--- src/rtl/cbd_pkg.sv ---
// Shared constants for the cbd down-counter family: terminal-mode codes and FSM state.
// Latency: n/a (declarations only).
// Backpressure: n/a (declarations only).
package cbd_pkg;

  // Terminal-mode codes. The fourth code (2'b11) behaves as wrap.
  localparam logic [1:0] MODE_WRAP    = 2'b00;
  localparam logic [1:0] MODE_RELOAD  = 2'b01;
  localparam logic [1:0] MODE_ONESHOT = 2'b10;

  // RUN counts normally. EXPIRED means a one-shot has reached zero and the
  // counter is frozen until the next load or reset.
  typedef enum logic {
    ST_RUN     = 1'b0,
    ST_EXPIRED = 1'b1
  } cbd_state_t;

endpackage

--- src/rtl/cbd8_down_counter.sv ---
// Cascadable WIDTH-bit down counter with parallel load, enable, borrow chain and three terminal modes.
// Latency: Q/TC/DONE update one CLK edge after inputs; BO is combinational from BI, EN and current state.
// Backpressure: none; EN & BI gate each step, and BO stalls upper stages while the counter is expired.
//
// Ports:
//   CLK   clock, all state changes on its rising edge
//   RST   synchronous reset, active-high
//   EN    count enable
//   BI    borrow in (tie 1 on the least significant stage)
//   LD    synchronous parallel load of D; D is also kept as the reload value
//   D     load value
//   MODE  00 wrap, 01 auto-reload, 10 one-shot stop, 11 wrap
//   Q     current count (registered)
//   BO    borrow out, combinational
//   TC    registered one-cycle terminal-count pulse
//   DONE  registered, high once a one-shot has expired
module cbd8_down_counter
  import cbd_pkg::*;
#(
  parameter int WIDTH = 8
) (
  input  logic             CLK,
  input  logic             RST,
  input  logic             EN,
  input  logic             BI,
  input  logic             LD,
  input  logic [WIDTH-1:0] D,
  input  logic [1:0]       MODE,
  output logic [WIDTH-1:0] Q,
  output logic             BO,
  output logic             TC,
  output logic             DONE
);

  logic [WIDTH-1:0] q;
  logic [WIDTH-1:0] rld;
  logic             tc;
  cbd_state_t       state;

  logic             at_zero;
  logic             step;

  assign at_zero = (q == '0);

  // DONE is a direct decode of the state flop, so it is still a registered output.
  assign DONE = (state == ST_EXPIRED);

  // A step needs both the local enable and the borrow from the stage below;
  // an expired one-shot ignores both until it is reloaded.
  assign step = EN & BI & ~DONE;

  // Single AND term so a chain of stages ripples borrow in one combinational path.
  assign BO = BI & EN & at_zero & ~DONE;

  assign Q  = q;
  assign TC = tc;

  // Priority: RST > LD > count step > hold.
  always_ff @(posedge CLK) begin
    if (RST) begin
      q     <= '0;
      rld   <= '0;
      tc    <= 1'b0;
      state <= ST_RUN;
    end else if (LD) begin
      q     <= D;
      rld   <= D;
      tc    <= 1'b0;
      state <= ST_RUN;
    end else if (step) begin
      if (!at_zero) begin
        q  <= q - {{(WIDTH-1){1'b0}}, 1'b1};
        tc <= 1'b0;
      end else begin
        // Terminal count: the mode is sampled only here, so a mode change
        // during a count takes effect at the next zero.
        tc <= 1'b1;
        case (MODE)
          MODE_RELOAD: begin
            q <= rld;
          end
          MODE_ONESHOT: begin
            q     <= '0;
            state <= ST_EXPIRED;
          end
          default: begin
            q <= '1;
          end
        endcase
      end
    end else begin
      tc <= 1'b0;
    end
  end

endmodule

--- config.mk ---
export PLATFORM = sky130hd
export DESIGN_NAME = cbd8_down_counter
export DESIGN_NICKNAME = d
export VERILOG_FILES = /design/src/rtl/cbd_pkg.sv /design/src/rtl/cbd8_down_counter.sv
export SDC_FILE = /design/constraint.sdc
export NUM_CORES = 1
export LEC_CHECK = 0
export ABC_AREA = 1
export ABC_CLOCK_PERIOD_IN_PS = 1600
export CAP_MARGIN = 20
export CORE_ASPECT_RATIO = 1.1
export CORE_MARGIN = 4
export CORE_UTILIZATION = 44
export DETAILED_ROUTE_END_ITERATION = 7
export GPL_TIMING_DRIVEN = 0
export PLACE_DENSITY = 0.82
export SLEW_MARGIN = 20
export SYNTH_ARGS = -nofsm -noshare
export SYNTH_HDL_FRONTEND = slang
export SYNTH_SLANG_ARGS = --single-unit
--- constraint.sdc ---
create_clock -name CLK -period 1.6 [get_ports CLK]
set_clock_uncertainty 0.1 [all_clocks]
set_input_delay 0.48 -clock CLK [delete_from_list [all_inputs] [get_ports CLK]]
set_output_delay 0.48 -clock CLK [all_outputs]
set_load 0.1 [all_outputs]
==> flow_summary.yaml <==
floorplanning:
  die_x_um: 55.6
  core_area_um2: 2320
  fp-row-count: 18
  design.die.area_um2: 3350
  die_h_um: 60.3
  initial_utilization: 0.472
  io_pins: 26
final_layout:
  drive_above_1_share: 0.339
  antenna_cells: 0
  layout.nets: 210
  design_area_um2: 1620
  syn2layout_area_growth_pct: 47.5
critical_path:
  crit_chain: "nor2_4 -> nand2_4 -> nor2_8 -> inv_6 -> nor2_4 -> buf_12"
  slowest_stage: "dfxtp_4"
  crit_fanout: 6
  cp.required_ns: 1.02
  critPathMaxStageDelay_ns: 0.38
  crit_type: "reg2out"
  cp-end-kind: "output pin"
  critPathLaunchType: "flop"
  crit_arrival_ns: 1.40
  cpMostUsedCell: "nor2_4"
clocking:
  cts_root_buffer: "clkbuf_4"
  clockBufferDepth: 2
  insertion_delay_ns: 0.31
  clock-sinks: 18
  htreeDepth: 1
  hold_buffers: 0
  cts_buffers: 3
  cts_tree: "yes"
  path_clk_slew_ns: 0.10
route:
  wirelength_um: 3140
  vias: 1204
  drc_errors: 0
  ant_nets: 0
  drt_iter0_markers: 47
  detail_route.wl_per_cell_um: 14.2
  vias_per_cell: 5.42
  dr.pass1.iters: 4
run_status:
  outcome: "finished, violations left"
  violations: "setup timing"
power:
  leakagePower_nw: 0.733
  peakVddDrop_v: 0.000601
  pwr_density_cell_nw_per_um2: 891
run:
  max_cap_viol_count: 0
logic_synthesis:
  netlist_area_um2: 1100
  synthArstFlopShare: 0
  yosysWarnings: 0
  synth_cell_type_count: 26
  syn_nets: 171
  ys_ff_latch: 18
  yosysSeqAreaShare: 0.329
  synth-edff-count: 0
  syn_area_per_cell_um2: 7.12
  synth_area_leaders: "dfxtp_1, nand2_1, inv_1, o21ai_0, nand3_1"
  synth_commonest_cells: "nand2_1, inv_1, dfxtp_1"
  synth-main-ff-cell: "dfxtp_1"
  synth_top_area_cell: "dfxtp_1"
  synth.most_common_cell: "nand2_1"
  syn_inst: 154
  synth_top_area_share: 0.329
global_routing:
  grt_pass1_wl_um: 5260
  grt_max_degree: 11
  antenna_found_initial: 0
  gr-usage-all-layers: 0.201
  grt_overflow_total: 0
  first_global_vias: 1194
placed_design:
  gp_congestion: 0.815
  place_area_um2: 1430
  hpwl_um: 2200
  port_buffers: 24
sta:
  slew_headroom: 0.709
  setup_viol: 1
  timing.hold.ws_ns: 0.361
  setup_tns_ns: -0.382
  slew_viol_final: 0
  hold_viol: 0
  worst_pin_slew_ns: 0.437
  setup_ws_ns: -0.382
  fmax_mhz: 505
  rsz0062_at_grt: "true"
  layout_min_cycle_time_ns: 1.98
  timing.final.crit_share: 1.24
min_path:
  hp-class: "reg2reg"
-- layer usage --
layer | up-vias | global-route usage | routed length (um)
li1 | 591 | - | -
met1 | 567 | 0.216 | 1280
met2 | 39 | 0.368 | 1630
met3 | 7 | 0.0340 | 162
met4 | 0 | 0.139 | 74
met5 | - | 0 | 0
-- power breakdown --
group | internal, mW | switching, mW
Sequential | 0.480 | 0.0442
Clock | 0.139 | 0.153
Combinational | 0.227 | 0.398
Total | 0.846 | 0.595
-- layout make-up --
| type | instances | area (um^2) |
|---|---|---|
| Tap cell | 30 | 37.5 |
| Multi-Input combinational cell | 112 | 689 |
| Inverter | 21 | 88.8 |
| Buffer | 3 | 20.0 |
| Clock buffer | 4 | 36.3 |
| Sequential cell | 18 | 394 |
| Timing Repair Buffer | 34 | 350 |
| Fill cell | 167 | 703 |
-- worst max-delay path, delay by kind of cell, from the launching register on --
| kind | cells | cell delay, ns |
|---|---|---|
| buffers and inverters | 2 | 0.23 |
| flip-flops | 1 | 0.38 |
| AND/OR/NAND/NOR | 4 | 0.48 |
-- timing repair --
action                                  4_1_cts  5_1_grt
pin swaps                                     3        2
buffers inserted                              9        1
gates resized for setup                      84       20
endpoints found under the setup margin       19       18
-- cell families after synthesis --
group	after synthesis	synth area share
compound gates	39	0.217
xor+xnor	2	0.0160
simple gates	69	0.324
fa+ha+maj	2	0.0228
flops	18	0.329
buf+inv	24	0.0913
-- cell usage in the layout (no fill, tap or decap), types with 2 or more instances in the layout --
cell type,n
a21oi_1,8
a21oi_2,7
buf_12,3
buf_4,11
buf_6,8
clkbuf_4,3
clkdlybuf4s50_1,9
dfxtp_1,9
dfxtp_4,9
dlygate4sd2_1,3
inv_1,16
inv_2,2
inv_4,2
nand2_1,34
nand2_4,5
nand3_1,12
nand3_2,3
nor2_1,6
nor2_4,5
o211ai_1,6
o21ai_0,8
o21ai_1,7
o22ai_1,2
-- flip-flops by register name (all words and copies together) (netlist names) --
register and cells:
DONE 1, Q 8, rld 8, TC 1
-- path summary, 6_finish.rpt --
path | startpoint | to | slack, ns | cells past startpoint
setup reg to reg | DONE | Q[4] | 0.09 | 9
setup / recovery | Q[3] | BO | -0.38 | 6
hold / removal | rld[5] | rld[5] | 0.36 | 2
hold reg to reg | rld[5] | rld[5] | 0.36 | 2
-- per-stage QoR --
stage                     instances  setup slack (ns)  total power, mW  utilization
after floorplan                 154            -0.460            0.938            -
after global placement          208             -1.30             1.06        0.618
after detailed placement        208             -1.33             1.07        0.618
after CTS                       221            -0.382             1.40        0.670
after global routing            222            -0.438             1.52        0.697
final                           222            -0.382             1.44        0.697
Note: power is estimated with default switching activity, not from simulation.
